--- src/rtl/bpfvm_buf_ctrl.sv ---
// bpfvm_buf_ctrl
// Packet buffer ring controller for a BPF filter engine. Ingress packets are
// written word by word into a ring of NUM_BUFS packet buffers. A small filter
// FSM hands each committed buffer to the CPU in ring order and then reports
// the verdict downstream. The buffer is released once that verdict is taken.
//
// Ports
//   clk, rst              clock, synchronous active-high reset
//   in_data/valid/last    ingress beat stream; in_ready back-pressure
//   mem_wr_*              registered packet memory write port (word address)
//   cpu_start/buf/len     one-cycle start pulse with the selected buffer
//   cpu_done/accept       filter finished and its verdict
//   verdict_*             verdict stream (valid/ready) with length and trunc flag
module bpfvm_buf_ctrl #(
  parameter int NUM_BUFS               = 2,
  parameter int DATA_WIDTH             = 32,
  parameter int PACKET_BYTE_ADDR_WIDTH = 12,
  localparam int BSW     = (NUM_BUFS > 2) ? $clog2(NUM_BUFS) : 1,
  localparam int BPW     = DATA_WIDTH / 8,
  localparam int BPW_LOG = $clog2(BPW),
  localparam int AW      = PACKET_BYTE_ADDR_WIDTH - BPW_LOG,
  localparam int LW      = PACKET_BYTE_ADDR_WIDTH + 1
) (
  input  logic                  clk,
  input  logic                  rst,
  input  logic [DATA_WIDTH-1:0] in_data,
  input  logic                  in_valid,
  input  logic                  in_last,
  output logic                  in_ready,
  output logic                  mem_wr_en,
  output logic [BSW-1:0]        mem_wr_buf,
  output logic [AW-1:0]         mem_wr_addr,
  output logic [DATA_WIDTH-1:0] mem_wr_data,
  output logic                  cpu_start,
  output logic [BSW-1:0]        cpu_buf,
  output logic [LW-1:0]         cpu_len,
  input  logic                  cpu_done,
  input  logic                  cpu_accept,
  output logic                  verdict_valid,
  output logic                  verdict_accept,
  output logic                  verdict_trunc,
  output logic [LW-1:0]         verdict_len,
  input  logic                  verdict_ready
);

  localparam int OW = $clog2(NUM_BUFS + 1);

  typedef enum logic [1:0] {ST_IDLE, ST_RUN, ST_REPORT} state_t;

  state_t                state_q, state_d;
  logic [BSW-1:0]        wp_q, wp_d, rp_q, rp_d;
  logic [OW-1:0]         occ_q, occ_d;
  logic [AW:0]           wc_q, wc_d;
  logic                  trunc_pend_q, trunc_pend_d;
  logic [LW-1:0]         len_q [NUM_BUFS];
  logic [LW-1:0]         len_d [NUM_BUFS];
  logic [NUM_BUFS-1:0]   trunc_q, trunc_d;
  logic                  mem_wr_en_q, mem_wr_en_d;
  logic [BSW-1:0]        mem_wr_buf_q, mem_wr_buf_d;
  logic [AW-1:0]         mem_wr_addr_q, mem_wr_addr_d;
  logic [DATA_WIDTH-1:0] mem_wr_data_q, mem_wr_data_d;
  logic                  cpu_start_q, cpu_start_d;
  logic [BSW-1:0]        cpu_buf_q, cpu_buf_d;
  logic [LW-1:0]         cpu_len_q, cpu_len_d;
  logic                  verdict_valid_q, verdict_valid_d;
  logic                  verdict_accept_q, verdict_accept_d;
  logic                  verdict_trunc_q, verdict_trunc_d;
  logic [LW-1:0]         verdict_len_q, verdict_len_d;

  logic                  beat, commit, rel_buf, wc_full, commit_trunc;
  logic [AW:0]           commit_words;
  logic [LW-1:0]         commit_len;

  function automatic logic [BSW-1:0] ptr_inc(input logic [BSW-1:0] p);
    return (p == BSW'(NUM_BUFS - 1)) ? '0 : p + BSW'(1);
  endfunction

  assign in_ready = !rst && (occ_q < OW'(NUM_BUFS));
  assign beat     = in_valid && in_ready;
  assign commit   = beat && in_last;
  // wc saturates at 2^AW, so its top bit alone marks a full buffer
  assign wc_full  = wc_q[AW];

  // Length includes the final beat only if that beat still fit in the buffer
  assign commit_words = wc_q + (AW + 1)'(!wc_full);
  assign commit_len   = LW'(commit_words) << BPW_LOG;
  assign commit_trunc = trunc_pend_q || wc_full;

  // Ingress: word counter, write port and ring write pointer
  always_comb begin
    wp_d          = wp_q;
    wc_d          = wc_q;
    trunc_pend_d  = trunc_pend_q;
    mem_wr_en_d   = 1'b0;
    mem_wr_buf_d  = mem_wr_buf_q;
    mem_wr_addr_d = mem_wr_addr_q;
    mem_wr_data_d = mem_wr_data_q;
    if (beat) begin
      if (!wc_full) begin
        mem_wr_en_d   = 1'b1;
        mem_wr_buf_d  = wp_q;
        mem_wr_addr_d = wc_q[AW-1:0];
        mem_wr_data_d = in_data;
        wc_d          = wc_q + (AW + 1)'(1);
      end else begin
        trunc_pend_d = 1'b1;
      end
      if (in_last) begin
        wc_d         = '0;
        trunc_pend_d = 1'b0;
        wp_d         = ptr_inc(wp_q);
      end
    end
  end

  // Per-buffer length and truncation records, written on commit
  for (genvar gi = 0; gi < NUM_BUFS; gi++) begin : g_buf
    assign len_d[gi]   = (commit && wp_q == BSW'(gi)) ? commit_len : len_q[gi];
    assign trunc_d[gi] = (commit && wp_q == BSW'(gi)) ? commit_trunc : trunc_q[gi];
  end

  // Commit and release in the same cycle cancel out
  always_comb begin
    occ_d = occ_q;
    case ({commit, rel_buf})
      2'b10:   occ_d = occ_q + OW'(1);
      2'b01:   occ_d = occ_q - OW'(1);
      default: occ_d = occ_q;
    endcase
  end

  // Filter FSM
  always_comb begin
    state_d          = state_q;
    rp_d             = rp_q;
    rel_buf          = 1'b0;
    cpu_start_d      = 1'b0;
    cpu_buf_d        = cpu_buf_q;
    cpu_len_d        = cpu_len_q;
    verdict_valid_d  = verdict_valid_q;
    verdict_accept_d = verdict_accept_q;
    verdict_trunc_d  = verdict_trunc_q;
    verdict_len_d    = verdict_len_q;
    case (state_q)
      ST_IDLE: begin
        if (occ_q != '0) begin
          cpu_start_d = 1'b1;
          cpu_buf_d   = rp_q;
          cpu_len_d   = len_q[rp_q];
          state_d     = ST_RUN;
        end
      end
      ST_RUN: begin
        // A done that coincides with the start pulse belongs to no packet
        if (cpu_done && !cpu_start_q) begin
          verdict_valid_d  = 1'b1;
          verdict_accept_d = cpu_accept;
          verdict_len_d    = len_q[rp_q];
          verdict_trunc_d  = trunc_q[rp_q];
          state_d          = ST_REPORT;
        end
      end
      ST_REPORT: begin
        if (verdict_ready) begin
          verdict_valid_d = 1'b0;
          rel_buf         = 1'b1;
          rp_d            = ptr_inc(rp_q);
          state_d         = ST_IDLE;
        end
      end
      default: state_d = ST_IDLE;
    endcase
  end

  always_ff @(posedge clk) begin
    if (rst) begin
      state_q          <= ST_IDLE;
      wp_q             <= '0;
      rp_q             <= '0;
      occ_q            <= '0;
      wc_q             <= '0;
      trunc_pend_q     <= 1'b0;
      trunc_q          <= '0;
      mem_wr_en_q      <= 1'b0;
      mem_wr_buf_q     <= '0;
      mem_wr_addr_q    <= '0;
      mem_wr_data_q    <= '0;
      cpu_start_q      <= 1'b0;
      cpu_buf_q        <= '0;
      cpu_len_q        <= '0;
      verdict_valid_q  <= 1'b0;
      verdict_accept_q <= 1'b0;
      verdict_trunc_q  <= 1'b0;
      verdict_len_q    <= '0;
      for (int i = 0; i < NUM_BUFS; i++) len_q[i] <= '0;
    end else begin
      state_q          <= state_d;
      wp_q             <= wp_d;
      rp_q             <= rp_d;
      occ_q            <= occ_d;
      wc_q             <= wc_d;
      trunc_pend_q     <= trunc_pend_d;
      trunc_q          <= trunc_d;
      mem_wr_en_q      <= mem_wr_en_d;
      mem_wr_buf_q     <= mem_wr_buf_d;
      mem_wr_addr_q    <= mem_wr_addr_d;
      mem_wr_data_q    <= mem_wr_data_d;
      cpu_start_q      <= cpu_start_d;
      cpu_buf_q        <= cpu_buf_d;
      cpu_len_q        <= cpu_len_d;
      verdict_valid_q  <= verdict_valid_d;
      verdict_accept_q <= verdict_accept_d;
      verdict_trunc_q  <= verdict_trunc_d;
      verdict_len_q    <= verdict_len_d;
      for (int i = 0; i < NUM_BUFS; i++) len_q[i] <= len_d[i];
    end
  end

  assign mem_wr_en      = mem_wr_en_q;
  assign mem_wr_buf     = mem_wr_buf_q;
  assign mem_wr_addr    = mem_wr_addr_q;
  assign mem_wr_data    = mem_wr_data_q;
  assign cpu_start      = cpu_start_q;
  assign cpu_buf        = cpu_buf_q;
  assign cpu_len        = cpu_len_q;
  assign verdict_valid  = verdict_valid_q;
  assign verdict_accept = verdict_accept_q;
  assign verdict_trunc  = verdict_trunc_q;
  assign verdict_len    = verdict_len_q;

endmodule

--- config.mk ---
export PLATFORM = sky130hd
export DESIGN_NAME = bpfvm_buf_ctrl
export DESIGN_NICKNAME = d
export VERILOG_FILES = /design/src/rtl/bpfvm_buf_ctrl.sv
export SDC_FILE = /design/constraint.sdc
export NUM_CORES = 1
export LEC_CHECK = 0
export CAP_MARGIN = 20
export CORE_AREA = 2 2 94 132
export DETAILED_ROUTE_END_ITERATION = 8
export DIE_AREA = 0 0 96 134
export MAX_ROUTING_LAYER = met4
export RECOVER_POWER = 50
export SLEW_MARGIN = 20
export SYNTH_ARGS = -nofsm -noshare
export SYNTH_HDL_FRONTEND = slang
export SYNTH_SLANG_ARGS = --single-unit
--- constraint.sdc ---
create_clock -name clk -period 4.1 [get_ports clk]
set_input_delay 1.23 -clock clk [delete_from_list [all_inputs] [get_ports clk]]
set_output_delay 1.23 -clock clk [all_outputs]
set_load 0.005 [all_outputs]
# Word level (Yosys, flattened, before mapping)
# Memory sizes are Yosys's and may differ from the RTL's. A register that Yosys moved wholly into a read port is not among the register bits.
# Cells that the tools add are included.
# totals
register_bits,95
latchBits,0
ramBits,26
rom_bits,0
input_bits,39
output_inout_bits,76
elab_cells,102
memories,1
# memory_table
memory,words,width,rd,rd_clocked_by_memory_dff,wr,line,rtl
len_q,2,13,1,1,2,55,logic [LW-1:0] len_q [NUM_BUFS];
# classes
n_addsub,6
multipliers,0
div_mod_pow,0
order_cmp,2
n_eq_ne,10
shift,0
muxes,29
n_bitwise,6
n_reduce_logical,28
# op_table
operator,n
$mux W13,4
$mux W11,2
$reduce_and A2 Y1,9
$mux W1,17
$add A11 B1 Y11,1
$add A11 B1 Y11 const B,1
$ne A2 B2 Y1 const B,4
$reduce_bool A2 Y1,4
$logic_and A1 B1 Y1,6
$mux W2,3
$pmux W2 S3,1
$reduce_and A3 Y1,2
$eq A2 B1 Y1 const B,2
$eq A2 B2 Y1 const B,2
$not A1 Y1,4
$pmux W2 S2,1
$reduce_or A2 Y1,2
$logic_not A1 Y1,3
$add A1 B1 Y1 const B,2
$add A2 B1 Y2 const B,1
$logic_not A2 Y1,1
$lt A1 B2 Y1 const B,1
$lt A2 B2 Y1 const B,1
$ne A1 B1 Y1 const B,2
other kinds (4),5

# Logic depth before layout (Yosys ltp)
# Gate-level depths: netlist (run 1).
# logic_depth
ltp_word,8
depth_mapped,8
ltp_nobuf,7

# Worst setup path after synthesis (run 1)
# OpenSTA, ideal clock, no wires.
# synth_path
kind,input -> output
start,input rst
end,output in_ready
t_arrival_ns,2.072
setup_slack_ns,0.798
cell_stages,4
n_path_buf,3
cell_sequence,clkbuf_1 clkbuf_1 clkbuf_1 nor2_1
# synth_between
elab_chain_cells,2
# synth_lines
item,line,rtl
"start, declared",25,"input logic rst,"
$logic_not A1 Y1,78,assign in_ready = !rst && (occ_q < OW'(NUM_BUFS));
$logic_and A1 B1 Y1,78,
"end, declared",29,"output logic in_ready,"
# Every way passes these cells.

==> flow_summary.html, run 1 <==
<table>
<tr><th>Metric</th><th>Value</th></tr>
<tr><th colspan="2">CTS</th></tr>
<tr><td>Number of buffers inserted by hold repair at cts</td><td>0</td></tr>
<tr><td>Resized Gates After CTS</td><td>0</td></tr>
<tr><td>Number of buffers created by CTS</td><td>17</td></tr>
<tr><td>Clk Latency, worst-skew pair</td><td>0.40 ns</td></tr>
<tr><td>Number of buffers added for setup after CTS</td><td>0</td></tr>
<tr><td>Clock Pin Slew Worst Setup and Hold Paths</td><td>0.05 ns</td></tr>
<tr><td>Num Clock Sinks</td><td>114</td></tr>
<tr><td>H-tree levels</td><td>4</td></tr>
<tr><td>Clock tree from TritonCTS</td><td>built</td></tr>
<tr><td>Maximum number of buffers from clock root to sink</td><td>2</td></tr>
<tr><td>Clock root buffer</td><td>sky130_fd_sc_hd__clkbuf_16</td></tr>
<tr><th colspan="2">Setup path</th></tr>
<tr><td>WS Path Type</td><td>in -&gt; reg</td></tr>
<tr><td>Slack of the worst reg-to-reg path</td><td>1.98 ns</td></tr>
<tr><td>Worst setup SP type</td><td>input port</td></tr>
<tr><td>Crit path arrival time</td><td>3.42 ns</td></tr>
<tr><td>Setup crit end kind</td><td>flip-flop</td></tr>
<tr><td>Critical path data required time</td><td>4.13 ns</td></tr>
<tr><td>Critical-path maximum fanout</td><td>78</td></tr>
<tr><th colspan="2">Floorplan</th></tr>
<tr><td>Starting density of the core</td><td>37.9%</td></tr>
<tr><td>Placeable core area</td><td>11700 µm²</td></tr>
<tr><td>Chip Width</td><td>96 µm</td></tr>
<tr><td>I/O pin count</td><td>115</td></tr>
<tr><td>Total number of placement rows</td><td>47</td></tr>
<tr><td>Total die area</td><td>12900 µm²</td></tr>
<tr><td>Vert. Die Dim</td><td>134 µm</td></tr>
<tr><th colspan="2">Synth</th></tr>
<tr><td>FFs w/ async S/R, synth</td><td>0%</td></tr>
<tr><td>Area fraction in compound gates after synthesis</td><td>12.1%</td></tr>
<tr><td>Post-synthesis mux area share</td><td>3.16%</td></tr>
<tr><td>Simple-gate area share of the yosys netlist</td><td>19.0%</td></tr>
<tr><td>Avg Cell Area, Syn</td><td>9.41 µm²</td></tr>
<tr><td>Share of the yosys chip area belonging to registers</td><td>56.4%</td></tr>
<tr><td>Post-synthesis instance area</td><td>4430 µm²</td></tr>
<tr><td>Share of Yosys cell area claimed by the top area cell type</td><td>41.5%</td></tr>
<tr><td>Distinct cell type count after synthesis</td><td>46</td></tr>
<tr><td>Synth warnings</td><td>0</td></tr>
<tr><td>Xor/xnor share of the synthesized area</td><td>2.77%</td></tr>
<tr><td>Post-Synthesis Cells</td><td>471</td></tr>
<tr><td>Most instantiated library cell after synthesis</td><td>sky130_fd_sc_hd__nand2_1</td></tr>
<tr><td>Cell taking the most area after synthesis</td><td>sky130_fd_sc_hd__dfxtp_1</td></tr>
<tr><td>Combinational family with the most area after synthesis</td><td>simple AND/OR/NAND/NOR gates</td></tr>
<tr><td>Most area-consuming cells after synthesis</td><td>sky130_fd_sc_hd__dfxtp_1 42%, sky130_fd_sc_hd__edfxtp_1 15%, sky130_fd_sc_hd__nand2_1 8.1%</td></tr>
<tr><td>Most instantiated flip-flop cell in the synthesis netlist</td><td>sky130_fd_sc_hd__dfxtp_1</td></tr>
<tr><td>Flops &amp; latches, synth</td><td>114</td></tr>
<tr><td>Top cells by instance count after synthesis</td><td>96 x sky130_fd_sc_hd__nand2_1, 92 x sky130_fd_sc_hd__dfxtp_1, 56 x sky130_fd_sc_hd__a21oi_1, 53 x sky130_fd_sc_hd__nor2_1, 23 x sky130_fd_sc_hd__a211oi_1</td></tr>
<tr><td>Number of synthesized flops with an enable pin</td><td>22</td></tr>
<tr><td>Post-Synth Adder-Cell Area</td><td>1.41%</td></tr>
<tr><th colspan="2">Global routing</th></tr>
<tr><td>Largest net degree at the start of global routing</td><td>79</td></tr>
<tr><td>Wire length of the first global-routing pass</td><td>16800 µm</td></tr>
<tr><td>Overall track demand over capacity in global routing</td><td>17.2%</td></tr>
<tr><td>Congestion Overflow GR</td><td>0</td></tr>
<tr><td>Via count of the first global-routing pass</td><td>3342</td></tr>
<tr><td>Initial antenna violation count</td><td>0</td></tr>
<tr><th colspan="2">Finish</th></tr>
<tr><td>Share of layout cells above drive strength 1</td><td>6.15%</td></tr>
<tr><td>Area growth from synthesis to final layout</td><td>37.0%</td></tr>
<tr><td>Filler Cell Count</td><td>1076</td></tr>
<tr><td>Nets</td><td>616</td></tr>
<tr><td>Antenna diodes</td><td>0</td></tr>
<tr><th colspan="2">Pwr</th></tr>
<tr><td>Post-layout power</td><td>2.71 mW</td></tr>
<tr><td>Clock share of power</td><td>46.3%</td></tr>
<tr><td>Largest vdd supply drop</td><td>0.310 mV</td></tr>
<tr><td>Relative contribution of sequential cells to total power</td><td>45.1%</td></tr>
<tr><td>Power Dens Cells</td><td>445 nW/µm²</td></tr>
<tr><td>Combinational Power Share</td><td>8.6%</td></tr>
<tr><td>Switching power as a share of total power</td><td>22.2%</td></tr>
<tr><td>Leakage dissipation</td><td>2.24 nW</td></tr>
<tr><td>Net switching power</td><td>0.600 mW</td></tr>
<tr><td>Cell Int Power</td><td>2.11 mW</td></tr>
<tr><th colspan="2">STA</th></tr>
<tr><td>Final critical path time including I/O delays and setup</td><td>3.39 ns</td></tr>
<tr><td>Max Fclk</td><td>295 MHz</td></tr>
<tr><td>Aggregate negative setup slack</td><td>0 ns</td></tr>
<tr><td>Hold WS</td><td>0.447 ns</td></tr>
<tr><td>Final max-slew violation count</td><td>79</td></tr>
<tr><td>Fin Clk Skew</td><td>0.0123 ns</td></tr>
<tr><td>Relative slew margins</td><td>-6.09%</td></tr>
<tr><td>Worst-margin pin slew</td><td>1.59 ns</td></tr>
<tr><td>Unrepaired setup endpoints after global routing</td><td>no</td></tr>
<tr><td>Final hold violation count</td><td>0</td></tr>
<tr><td>Number of setup violations in the final report</td><td>0</td></tr>
<tr><td>Crit share post-route</td><td>82.7%</td></tr>
<tr><th colspan="2">Route</th></tr>
<tr><td>First-pass iteration count of the detailed router</td><td>5</td></tr>
<tr><td>Routed length per placed instance</td><td>13.9 µm</td></tr>
<tr><td>Via/cell ratio</td><td>4.80</td></tr>
<tr><td>Via count</td><td>3510</td></tr>
<tr><td>Drt drc</td><td>0</td></tr>
<tr><td>Initial detailed-routing violation count</td><td>183</td></tr>
<tr><td>Total wire length</td><td>10100 µm</td></tr>
<tr><td>Final antenna-violating net count</td><td>0</td></tr>
<tr><th colspan="2">Status</th></tr>
<tr><td>Status</td><td>finished with violations</td></tr>
<tr><td>Violations in the final reports</td><td>max-capacitance violations, max-slew violations</td></tr>
<tr><th colspan="2">Flow run</th></tr>
<tr><td>Max Cap Viol</td><td>1</td></tr>
<tr><th colspan="2">Placed design</th></tr>
<tr><td>HPWL after detailed placement</td><td>7030 µm</td></tr>
<tr><td>Number of I/O port buffers</td><td>110</td></tr>
<tr><td>Final weighted congestion in routability-driven placement</td><td>0.770</td></tr>
<tr><th colspan="2">Min path</th></tr>
<tr><td>Worst Hold Class</td><td>reg -&gt; reg</td></tr>
</table>
[state kept, by name, summed over array words and instances (netlist names), 2 cells and up, named ones only]
signal / count
trunc_q: 2
state_q: 2
mem_wr_data: 32
wc_q: 11
verdict_len: 11
mem_wr_addr: 10
len_q: 22
occ_q: 2
cpu_len: 11
[power by group through the flow]
| stage | Sequential, mW | Combinational, mW | Clock (mW) |
|---|---|---|---|
| CTS | 1.22 | 0.247 | 1.29 |
| global placement | 1.24 | 0.242 | 0 |
| detailed placement | 1.24 | 0.246 | 0 |
| finish | 1.22 | 0.233 | 1.25 |
| floorplan | 1.24 | 0.116 | 0 |
| global route | 1.23 | 0.260 | 1.34 |
[per-layer routing]
layer / up-vias / track usage, % / wire (µm) / share of wire, %
li1: 1809 / - / - / -
met5: - / - / 0 / 0
met3: 7 / 5.00 / 349 / 3.4
met4: 0 / 6.43 / 114 / 1.1
met2: 76 / 27.7 / 5280 / 52
met1: 1618 / 20.2 / 4400 / 43
[logic make-up after synthesis]
family	after synthesis
simple gates	190
flops	114
compound gates	93
buf+inv	40
xor+xnor	14
mux	14
fa+ha+maj	5
other cells	1
[path summary, 6_finish.rpt]
kind,cells after the start,to,from
hold / removal,2,mem_wr_data[6],mem_wr_data[6]
setup reg to reg,5,occ_q[1],occ_q[1]
setup / recovery,3,len_q[1][9],rst
hold reg to reg,2,mem_wr_data[6],mem_wr_data[6]
[stage by stage]
| stage | utilization, % | instance area [µm²] | instances | setup slack [ns] |
|---|---|---|---|---|
| 2_1_floorplan | - | 4450 | 474 | 0.798 |
| 3_3_place_gp | 47.7 | 5580 | 700 | 0.842 |
| 3_5_place_dp | 47.7 | 5580 | 700 | 0.785 |
| 4_1_cts | 52.0 | 6090 | 732 | 0.869 |
| 5_1_grt | 51.9 | 6080 | 732 | 0.488 |
| 6_report | 51.9 | 6080 | 732 | 0.711 |
[worst max-delay path, stage by stage]
cell	delay, ns
sky130_fd_sc_hd__clkbuf_1	0.35
sky130_fd_sc_hd__clkbuf_2	1.23
sky130_fd_sc_hd__nand2b_1	0.58
[cells in the final DEF, fill, tap and decap left out, types with 4 or more instances in the layout]
| cell type | count |
|---|---|
| sky130_fd_sc_hd__clkbuf_1 | 7 |
| sky130_fd_sc_hd__a21oi_1 | 56 |
| sky130_fd_sc_hd__mux2i_1 | 14 |
| sky130_fd_sc_hd__nand2_1 | 96 |
| sky130_fd_sc_hd__dfxtp_1 | 92 |
| sky130_fd_sc_hd__nor2_1 | 53 |
| sky130_fd_sc_hd__a211oi_1 | 23 |
| sky130_fd_sc_hd__nand3_1 | 6 |
| sky130_fd_sc_hd__xor2_1 | 6 |
| sky130_fd_sc_hd__dlygate4sd3_1 | 52 |
| sky130_fd_sc_hd__nor4_1 | 4 |
| sky130_fd_sc_hd__o21ai_0 | 7 |
| sky130_fd_sc_hd__clkdlybuf4s50_1 | 57 |
| sky130_fd_sc_hd__xnor2_1 | 8 |
| sky130_fd_sc_hd__conb_1 | 4 |
| sky130_fd_sc_hd__edfxtp_1 | 22 |
| sky130_fd_sc_hd__nor3_1 | 6 |
| sky130_fd_sc_hd__clkinv_1 | 4 |
| sky130_fd_sc_hd__ha_1 | 5 |
| sky130_fd_sc_hd__clkbuf_16 | 17 |
[final cells by class]
cell class	instances	area [µm²]	area share, %
Sequential cell	114	2500	41.2
Clock buffer	24	472	7.76
Inverter	4	20.0	0.329
Timing Repair Buffer	115	1130	18.5
Multi-Input combinational cell	320	1730	28.5
Tap cell	147	184	3.03
Clock inverter	8	37.5	0.618
No activity file was read; power rests on OpenSTA's default activity.
==> run 2: changes to the inputs <==
--- a/config.mk
+++ b/config.mk
@@ -10,6 +10,7 @@
 export DETAILED_ROUTE_END_ITERATION = 8
 export DIE_AREA = 0 0 96 134
 export MAX_ROUTING_LAYER = met4
+export PLACE_DENSITY = 0.67
 export RECOVER_POWER = 50
 export SLEW_MARGIN = 20
 export SYNTH_ARGS = -nofsm -noshare
==> constraint.sdc (replaced) <==
create_clock -name clk -period 2.8 [get_ports clk]
set_input_delay 0.84 -clock clk [delete_from_list [all_inputs] [get_ports clk]]
set_output_delay 0.84 -clock clk [all_outputs]
set_load 0.005 [all_outputs]
==> flow_summary.html, run 2 (synthesized netlist as in run 1, its figures left out) <==
<table>
<tr><th>Metric</th><th>Value</th></tr>
<tr><th colspan="2">CTS</th></tr>
<tr><td>Clock tree from TritonCTS</td><td>built (unchanged)</td></tr>
<tr><td>Clock Pin Slew Worst Setup and Hold Paths</td><td>0.05 ns (about the same)</td></tr>
<tr><td>Maximum number of buffers from clock root to sink</td><td>2 (unchanged)</td></tr>
<tr><td>Clk Latency, worst-skew pair</td><td>0.41 ns (was 0.40 ns)</td></tr>
<tr><td>Num Clock Sinks</td><td>114 (unchanged)</td></tr>
<tr><td>Resized Gates After CTS</td><td>0 (unchanged)</td></tr>
<tr><td>Clock root buffer</td><td>sky130_fd_sc_hd__clkbuf_16 (unchanged)</td></tr>
<tr><td>Number of buffers created by CTS</td><td>17 (unchanged)</td></tr>
<tr><td>H-tree levels</td><td>4 (unchanged)</td></tr>
<tr><td>Number of buffers inserted by hold repair at cts</td><td>0 (unchanged)</td></tr>
<tr><td>Number of buffers added for setup after CTS</td><td>0 (unchanged)</td></tr>
<tr><th colspan="2">Setup path</th></tr>
<tr><td>CP peak stage delay</td><td>0.50 ns (was 1.23 ns)</td></tr>
<tr><td>Reg-to-reg startpoint</td><td>wc_q[10] (was occ_q[1])</td></tr>
<tr><td>Critical path data required time</td><td>1.96 ns (was 4.13 ns)</td></tr>
<tr><td>Worst setup SP type</td><td>input port (unchanged)</td></tr>
<tr><td>Slack of the worst reg-to-reg path</td><td>0.90 ns (was 1.98 ns)</td></tr>
<tr><td>Worst reg2reg endpoint</td><td>len_q[0][10] (was occ_q[1])</td></tr>
<tr><td>Cell with the biggest individual delay on the critical path</td><td>sky130_fd_sc_hd__clkdlybuf4s50_1 (was sky130_fd_sc_hd__clkbuf_2)</td></tr>
<tr><td>Delay-heaviest family, CP</td><td>buffers and inverters (unchanged)</td></tr>
<tr><td>WS Path Type</td><td>in -&gt; out (was in -&gt; reg)</td></tr>
<tr><td>Count of buffer and inverter cells on the critical path</td><td>2 (unchanged)</td></tr>
<tr><td>Setup crit end kind</td><td>primary output (was flip-flop)</td></tr>
<tr><td>Critical-path maximum fanout</td><td>8 (was 78)</td></tr>
<tr><td>CP cell instances</td><td>clkbuf_1 &gt; nor2_1 &gt; clkdlybuf4s50_1 (was clkbuf_1 &gt; clkbuf_2 &gt; nand2b_1)</td></tr>
<tr><td>Crit path arrival time</td><td>1.63 ns (was 3.42 ns)</td></tr>
<tr><td>Logic depth of the worst register-to-register path</td><td>6 (was 5)</td></tr>
<tr><th colspan="2">Finish</th></tr>
<tr><td>Footprint of the multi-input gates</td><td>1730 µm² (unchanged)</td></tr>
<tr><td>Number of flip-flops in the largest register</td><td>32 (unchanged)</td></tr>
<tr><td>Nets</td><td>623 (was 616)</td></tr>
<tr><td>Filler Cell Count</td><td>1075 (was 1076)</td></tr>
<tr><td>Antenna diodes</td><td>0 (unchanged)</td></tr>
<tr><td>Reg area</td><td>2500 µm² (unchanged)</td></tr>
<tr><td>Most common library cell in the layout ignoring fill and taps</td><td>sky130_fd_sc_hd__nand2_1 (unchanged)</td></tr>
<tr><td>Commonest cells after routing, fill and taps aside</td><td>96 x sky130_fd_sc_hd__nand2_1, 92 x sky130_fd_sc_hd__dfxtp_1, 77 x sky130_fd_sc_hd__clkdlybuf4s50_1 (was 96 x sky130_fd_sc_hd__nand2_1, 92 x sky130_fd_sc_hd__dfxtp_1, 57 x sky130_fd_sc_hd__clkdlybuf4s50_1)</td></tr>
<tr><td>Post-layout utilization of the core</td><td>53.5% (was 51.9%)</td></tr>
<tr><td>Share of layout cells above drive strength 1</td><td>8.11% (was 6.15%)</td></tr>
<tr><td>Final non-filler cell total</td><td>739 (was 732)</td></tr>
<tr><td>Area growth from synthesis to final layout</td><td>41.1% (was 37.0%)</td></tr>
<tr><td>Final Instance Area</td><td>6260 µm² (was 6080 µm²)</td></tr>
<tr><th colspan="2">STA</th></tr>
<tr><td>Final max-slew violation count</td><td>0 (was 79)</td></tr>
<tr><td>Unrepaired setup endpoints after global routing</td><td>no (unchanged)</td></tr>
<tr><td>Final hold violation count</td><td>0 (unchanged)</td></tr>
<tr><td>Worst-margin pin slew</td><td>1.31 ns (was 1.59 ns)</td></tr>
<tr><td>Fin Clk Skew</td><td>0.0114 ns (was 0.0123 ns)</td></tr>
<tr><td>Relative slew margins</td><td>12.9% (was -6.09%)</td></tr>
<tr><td>Final setup margin</td><td>0.326 ns (was 0.711 ns)</td></tr>
<tr><td>Crit share post-route</td><td>88.4%</td></tr>
<tr><td>Aggregate negative setup slack</td><td>0 ns (unchanged)</td></tr>
<tr><td>Final critical path time including I/O delays and setup</td><td>2.47 ns</td></tr>
<tr><td>Number of setup violations in the final report</td><td>0 (unchanged)</td></tr>
<tr><td>Max Fclk</td><td>404 MHz</td></tr>
<tr><th colspan="2">Pwr</th></tr>
<tr><td>Largest vdd supply drop</td><td>0.473 mV (was 0.310 mV)</td></tr>
<tr><td>Leakage dissipation</td><td>2.27 nW (was 2.24 nW)</td></tr>
<tr><td>Power Dens Cells</td><td>700 nW/µm² (was 445 nW/µm²)</td></tr>
<tr><th colspan="2">Placed design</th></tr>
<tr><td>Placed cell count</td><td>707 (was 700)</td></tr>
<tr><td>Final weighted congestion in routability-driven placement</td><td>0.804 (was 0.770)</td></tr>
<tr><td>Worst slack, placed</td><td>0.108 ns (was 0.785 ns)</td></tr>
<tr><td>Post-Place Cell Area</td><td>5640 µm² (was 5580 µm²)</td></tr>
<tr><td>Number of I/O port buffers</td><td>110 (unchanged)</td></tr>
<tr><td>HPWL after detailed placement</td><td>7210 µm (was 7030 µm)</td></tr>
<tr><th colspan="2">Route</th></tr>
<tr><td>Via count</td><td>3591 (was 3510)</td></tr>
<tr><td>First-pass iteration count of the detailed router</td><td>7 (was 5)</td></tr>
<tr><td>Routed length per placed instance</td><td>14.0 µm (was 13.9 µm)</td></tr>
<tr><td>Total wire length</td><td>10400 µm (was 10100 µm)</td></tr>
<tr><td>Initial detailed-routing violation count</td><td>225 (was 183)</td></tr>
<tr><td>Final antenna-violating net count</td><td>0 (unchanged)</td></tr>
<tr><td>Via/cell ratio</td><td>4.86 (was 4.80)</td></tr>
<tr><td>Drt drc</td><td>0 (unchanged)</td></tr>
<tr><th colspan="2">Min path</th></tr>
<tr><td>Worst min-delay path endpoint</td><td>mem_wr_data[0] (was mem_wr_data[6])</td></tr>
<tr><td>Number of cells traversed by the worst hold path</td><td>2 (unchanged)</td></tr>
<tr><td>Worst Hold Class</td><td>reg -&gt; reg (unchanged)</td></tr>
<tr><td>Startpoint of the lowest-slack hold path</td><td>mem_wr_data[0] (was mem_wr_data[6])</td></tr>
<tr><th colspan="2">Global routing</th></tr>
<tr><td>Overall track demand over capacity in global routing</td><td>17.5% (was 17.2%)</td></tr>
<tr><td>Via count of the first global-routing pass</td><td>3600 (was 3342)</td></tr>
<tr><td>Largest net degree at the start of global routing</td><td>46 (was 79)</td></tr>
<tr><td>Wire length of the first global-routing pass</td><td>17100 µm (was 16800 µm)</td></tr>
<tr><td>Congestion Overflow GR</td><td>0 (unchanged)</td></tr>
<tr><td>Initial antenna violation count</td><td>0 (unchanged)</td></tr>
<tr><th colspan="2">Status</th></tr>
<tr><td>Status</td><td>complete, no violations (was finished with violations)</td></tr>
<tr><th colspan="2">Floorplan</th></tr>
<tr><td>Placeable core area</td><td>11700 µm² (unchanged)</td></tr>
<tr><td>Chip Width</td><td>96 µm (unchanged)</td></tr>
<tr><td>Total number of placement rows</td><td>47 (unchanged)</td></tr>
<tr><td>Total die area</td><td>12900 µm² (unchanged)</td></tr>
<tr><td>Vert. Die Dim</td><td>134 µm (unchanged)</td></tr>
<tr><td>I/O pin count</td><td>115 (unchanged)</td></tr>
<tr><td>Starting density of the core</td><td>37.9% (unchanged)</td></tr>
<tr><th colspan="2">Flow run</th></tr>
<tr><td>Max Cap Viol</td><td>0 (was 1)</td></tr>
</table>
## run 2: cell type report
| type | instances | share of cell area (%) |
|---|---|---|
| Sequential cell | 114 | 40.0 |
| Multi-Input combinational cell | 320 | 27.7 |
| Timing Repair Buffer | 122 | 18.9 |
| Clock buffer | 25 | 8.76 |
| Tap cell | 147 | 2.94 |
| Clock inverter | 7 | 1.42 |
| Inverter | 4 | 0.320 |
## run 2: worst max-delay path by stage
stage	startpoint	to	slack, ns	cells after the start
after floorplan	rst	in_ready	0.28	4
after global placement	in_valid	mem_wr_addr[0]	0.12	5
after detailed placement	in_valid	mem_wr_data[11]	0.11	5
after CTS	rst	in_ready	0.37	3
after global routing	rst	wc_q[5]	0.18	5
final	rst	in_ready	0.33	3
## run 2: stage by stage
step	hold WS, ns	total power, mW
after floorplan	0.436	1.99
after detailed placement	0.447	2.20
after global placement	0.441	2.18
final	0.448	4.38
after CTS	0.454	4.44
after global routing	0.468	4.55
## run 2: metal layers
layer  track usage, %  part of all wire (%)  vias to the layer above
met4             6.51                   1.2                        0
met1             19.5                    41                     1692
met3             4.61                   2.6                        6
li1                 -                     -                     1824
met2             29.7                    55                       69
met5                -                     0                        -
## run 2: power breakdown
group | total (mW) | leakage (nW) | switching (mW) | internal [mW]
logic | 0.357 | 0.980 | 0.166 | 0.191
clock network | 2.24 | 0.316 | 0.707 | 1.53
registers | 1.79 | 0.977 | 0.0404 | 1.75
## run 2: worst min-delay path, cell delays in order, from the launching register on
cell                      delay, ns
sky130_fd_sc_hd__dfxtp_1       0.30
sky130_fd_sc_hd__nand2_1       0.05
sky130_fd_sc_hd__a21oi_1       0.05
==> run 3: changes to the inputs <==
--- a/config.mk
+++ b/config.mk
@@ -6,11 +6,11 @@
 export NUM_CORES = 1
 export LEC_CHECK = 0
 export CAP_MARGIN = 20
-export CORE_AREA = 2 2 94 132
+export CORE_AREA = 2 2 88 124
 export DETAILED_ROUTE_END_ITERATION = 8
-export DIE_AREA = 0 0 96 134
+export DIE_AREA = 0 0 90 126
 export MAX_ROUTING_LAYER = met4
-export PLACE_DENSITY = 0.67
+export PLACE_DENSITY = 0.75
 export RECOVER_POWER = 50
 export SLEW_MARGIN = 20
 export SYNTH_ARGS = -nofsm -noshare
==> flow_summary.html, run 3 (synthesized netlist as in run 1, its figures left out) <==
<table>
<tr><th>Metric</th><th>Value</th></tr>
<tr><th colspan="2">STA</th></tr>
<tr><td>Crit share post-route</td><td>89.1% (was 88.4%)</td></tr>
<tr><td>Fin Clk Skew</td><td>0.0117 ns (was 0.0114 ns)</td></tr>
<tr><td>Final critical path time including I/O delays and setup</td><td>2.49 ns (was 2.47 ns)</td></tr>
<tr><td>Unrepaired setup endpoints after global routing</td><td>no (unchanged)</td></tr>
<tr><td>Hold WS</td><td>0.450 ns (was 0.448 ns)</td></tr>
<tr><td>Max Fclk</td><td>401 MHz (was 404 MHz)</td></tr>
<tr><td>Number of setup violations in the final report</td><td>0 (unchanged)</td></tr>
<tr><td>Final hold violation count</td><td>0 (unchanged)</td></tr>
<tr><td>Final max-slew violation count</td><td>0 (unchanged)</td></tr>
<tr><td>Aggregate negative setup slack</td><td>0 ns (unchanged)</td></tr>
<tr><td>Worst-margin pin slew</td><td>1.26 ns (was 1.31 ns)</td></tr>
<tr><td>Relative slew margins</td><td>15.8% (was 12.9%)</td></tr>
<tr><th colspan="2">Setup path</th></tr>
<tr><td>WS Path Type</td><td>in -&gt; reg (was in -&gt; out)</td></tr>
<tr><td>Delay-heaviest family, CP</td><td>buffers and inverters (unchanged)</td></tr>
<tr><td>Worst setup SP type</td><td>input port (unchanged)</td></tr>
<tr><td>Crit path arrival time</td><td>2.61 ns (was 1.63 ns)</td></tr>
<tr><td>Slack of the worst reg-to-reg path</td><td>0.87 ns (was 0.90 ns)</td></tr>
<tr><td>Critical path depth</td><td>6 (was 3)</td></tr>
<tr><td>Worst setup path startpoint</td><td>in_valid (was rst)</td></tr>
<tr><td>Logic depth of the worst register-to-register path</td><td>4 (was 6)</td></tr>
<tr><td>Cell with the biggest individual delay on the critical path</td><td>sky130_fd_sc_hd__dlygate4sd3_1 (was sky130_fd_sc_hd__clkdlybuf4s50_1)</td></tr>
<tr><td>Setup crit end kind</td><td>flip-flop (was primary output)</td></tr>
<tr><td>Critical path data required time</td><td>2.92 ns (was 1.96 ns)</td></tr>
<tr><td>Worst reg2reg endpoint</td><td>len_q[0][9] (was len_q[0][10])</td></tr>
<tr><td>Critical path destination</td><td>len_q[0][9] (was in_ready)</td></tr>
<tr><td>Reg-to-reg startpoint</td><td>occ_q[1] (was wc_q[10])</td></tr>
<tr><td>Critical path's most frequent cell</td><td>sky130_fd_sc_hd__clkbuf_1</td></tr>
<tr><td>Count of buffer and inverter cells on the critical path</td><td>3 (was 2)</td></tr>
<tr><td>CP cell instances</td><td>dlygate4sd3_1 &gt; clkbuf_1 &gt; nand4bb_1 &gt; clkbuf_1 &gt; nor2_1 &gt; or2_2 (was clkbuf_1 &gt; nor2_1 &gt; clkdlybuf4s50_1)</td></tr>
<tr><td>CP peak stage delay</td><td>0.55 ns (was 0.50 ns)</td></tr>
<tr><td>Critical-path maximum fanout</td><td>13 (was 8)</td></tr>
<tr><th colspan="2">Global routing</th></tr>
<tr><td>Wire length of the first global-routing pass</td><td>16700 µm (was 17100 µm)</td></tr>
<tr><td>Congestion Overflow GR</td><td>0 (unchanged)</td></tr>
<tr><td>Largest net degree at the start of global routing</td><td>64 (was 46)</td></tr>
<tr><td>Overall track demand over capacity in global routing</td><td>18.6% (was 17.5%)</td></tr>
<tr><td>Initial antenna violation count</td><td>0 (unchanged)</td></tr>
<tr><td>Via count of the first global-routing pass</td><td>3585 (was 3600)</td></tr>
<tr><th colspan="2">Flow run</th></tr>
<tr><td>Max Cap Viol</td><td>0 (unchanged)</td></tr>
<tr><th colspan="2">Finish</th></tr>
<tr><td>Reg area</td><td>2500 µm² (unchanged)</td></tr>
<tr><td>Final Instance Area</td><td>6190 µm² (was 6260 µm²)</td></tr>
<tr><td>Final non-filler cell total</td><td>727 (was 739)</td></tr>
<tr><td>Footprint of the multi-input gates</td><td>1720 µm² (was 1730 µm²)</td></tr>
<tr><td>Area growth from synthesis to final layout</td><td>39.5% (was 41.1%)</td></tr>
<tr><td>Commonest cells after routing, fill and taps aside</td><td>96 x sky130_fd_sc_hd__nand2_1, 92 x sky130_fd_sc_hd__dfxtp_1, 67 x sky130_fd_sc_hd__clkdlybuf4s50_1 (was 96 x sky130_fd_sc_hd__nand2_1, 92 x sky130_fd_sc_hd__dfxtp_1, 77 x sky130_fd_sc_hd__clkdlybuf4s50_1)</td></tr>
<tr><td>Post-layout utilization of the core</td><td>60.4% (was 53.5%)</td></tr>
<tr><td>Most common library cell in the layout ignoring fill and taps</td><td>sky130_fd_sc_hd__nand2_1 (unchanged)</td></tr>
<tr><td>Share of layout cells above drive strength 1</td><td>7.98% (was 8.11%)</td></tr>
<tr><td>Filler Cell Count</td><td>936 (was 1075)</td></tr>
<tr><td>Nets</td><td>620 (was 623)</td></tr>
<tr><td>Antenna diodes</td><td>0 (unchanged)</td></tr>
<tr><td>Number of flip-flops in the largest register</td><td>32 (unchanged)</td></tr>
<tr><th colspan="2">CTS</th></tr>
<tr><td>Clk Latency, worst-skew pair</td><td>0.41 ns (about the same)</td></tr>
<tr><td>Maximum number of buffers from clock root to sink</td><td>2 (unchanged)</td></tr>
<tr><td>Number of buffers inserted by hold repair at cts</td><td>0 (unchanged)</td></tr>
<tr><td>Number of buffers added for setup after CTS</td><td>0 (unchanged)</td></tr>
<tr><td>Clock tree from TritonCTS</td><td>built (unchanged)</td></tr>
<tr><td>Num Clock Sinks</td><td>114 (unchanged)</td></tr>
<tr><td>H-tree levels</td><td>4 (unchanged)</td></tr>
<tr><td>Clock root buffer</td><td>sky130_fd_sc_hd__clkbuf_16 (unchanged)</td></tr>
<tr><td>Number of buffers created by CTS</td><td>17 (unchanged)</td></tr>
<tr><td>Clock Pin Slew Worst Setup and Hold Paths</td><td>0.06 ns (was 0.05 ns)</td></tr>
<tr><td>Resized Gates After CTS</td><td>0 (unchanged)</td></tr>
<tr><th colspan="2">Route</th></tr>
<tr><td>Final antenna-violating net count</td><td>0 (unchanged)</td></tr>
<tr><td>Initial detailed-routing violation count</td><td>175 (was 225)</td></tr>
<tr><td>Drt drc</td><td>0 (unchanged)</td></tr>
<tr><td>First-pass iteration count of the detailed router</td><td>4 (was 7)</td></tr>
<tr><td>Via/cell ratio</td><td>4.93 (was 4.86)</td></tr>
<tr><td>Total wire length</td><td>9900 µm (was 10400 µm)</td></tr>
<tr><td>Routed length per placed instance</td><td>13.6 µm (was 14.0 µm)</td></tr>
<tr><td>Via count</td><td>3582 (was 3591)</td></tr>
<tr><th colspan="2">Floorplan</th></tr>
<tr><td>Placeable core area</td><td>10200 µm² (was 11700 µm²)</td></tr>
<tr><td>Starting density of the core</td><td>43.3% (was 37.9%)</td></tr>
<tr><td>Chip Width</td><td>90 µm (was 96 µm)</td></tr>
<tr><td>Total die area</td><td>11300 µm² (was 12900 µm²)</td></tr>
<tr><td>I/O pin count</td><td>115 (unchanged)</td></tr>
<tr><td>Vert. Die Dim</td><td>126 µm (was 134 µm)</td></tr>
<tr><td>Total number of placement rows</td><td>44 (was 47)</td></tr>
<tr><th colspan="2">Pwr</th></tr>
<tr><td>Largest vdd supply drop</td><td>0.443 mV (was 0.473 mV)</td></tr>
<tr><td>Leakage dissipation</td><td>2.27 nW (about the same)</td></tr>
<tr><td>Power Dens Cells</td><td>701 nW/µm² (was 700 nW/µm²)</td></tr>
<tr><th colspan="2">Placed design</th></tr>
<tr><td>Placed cell count</td><td>695 (was 707)</td></tr>
<tr><td>Final weighted congestion in routability-driven placement</td><td>0.883 (was 0.804)</td></tr>
<tr><td>Number of I/O port buffers</td><td>110 (unchanged)</td></tr>
<tr><td>Post-Place Cell Area</td><td>5600 µm² (was 5640 µm²)</td></tr>
<tr><td>HPWL after detailed placement</td><td>6940 µm (was 7210 µm)</td></tr>
<tr><th colspan="2">Min path</th></tr>
<tr><td>Worst Hold Class</td><td>reg -&gt; reg (unchanged)</td></tr>
<tr><td>Number of cells traversed by the worst hold path</td><td>2 (unchanged)</td></tr>
<tr><th colspan="2">Status</th></tr>
<tr><td>Status</td><td>complete, no violations (unchanged)</td></tr>
</table>
run 3: cell types whose count changed in the layout (fill, tap and decap cells not counted), moves of 2 or more:
cell,before,now
sky130_fd_sc_hd__clkinvlp_4,1,3
sky130_fd_sc_hd__clkinv_4,1,3
sky130_fd_sc_hd__clkdlybuf4s50_1,77,67
sky130_fd_sc_hd__clkbuf_1,6,2
sky130_fd_sc_hd__clkbuf_8,5,3
sky130_fd_sc_hd__dlygate4sd3_1,32,42
sky130_fd_sc_hd__clkbuf_16,19,17
run 3: worst register-to-register path: stages, from the launching register on:
cell and delay [ns]:
sky130_fd_sc_hd__dfxtp_1 0.49, sky130_fd_sc_hd__nand4bb_1 0.20, sky130_fd_sc_hd__clkbuf_1 0.43, sky130_fd_sc_hd__nor2_1 0.10, sky130_fd_sc_hd__or2_2 0.42
run 3: how the worst min path moves through the flow:
stage | start | endpoint | slack, ns
6_report | mem_wr_data[24] | mem_wr_data[24] | 0.45
5_1_grt | mem_wr_data[26] | mem_wr_data[26] | 0.46
4_1_cts | mem_wr_data[26] | mem_wr_data[26] | 0.45
3_5_place_dp | mem_wr_data[26] | mem_wr_data[26] | 0.45
3_3_place_gp | mem_wr_data[3] | mem_wr_data[3] | 0.44
2_1_floorplan | trunc_q[1] | trunc_q[1] | 0.44
run 3: per-layer routing:
metal,GRT usage [%],part of all wire [%],wire length [µm],vias to the layer above
li1,-,-,-,1816
met1,20.4,42,4170,1678
met2,31.6,53,5230,74
met3,5.02,3.4,337,14
met4,8.60,1.6,163,0
met5,-,0,0,-
run 3: cell type report:
cell class                 instances  area share [%]
sequential                       114            40.5
multi-input combinational        320            27.8
timing repair buffer             119            18.6
clock buffer                      20            7.54
tap                              138            2.79
clock inverter                    12            2.49
inverter                           4           0.324
run 3: where the power goes:
part	switching [mW]	total [mW]	internal [mW]	leakage, nW
Combinational	0.164	0.347	0.183	0.999
Sequential	0.0390	1.79	1.75	0.977
Clock	0.736	2.20	1.47	0.298
Total	0.939	4.34	3.40	2.27
run 3: stage by stage:
stage | setup slack, ns | total power, mW
5_1_grt | 0.179 | 4.50
3_5_place_dp | 0.103 | 2.19
2_1_floorplan | 0.278 | 1.99
3_3_place_gp | 0.166 | 2.18
4_1_cts | 0.362 | 4.39
6_report | 0.306 | 4.34
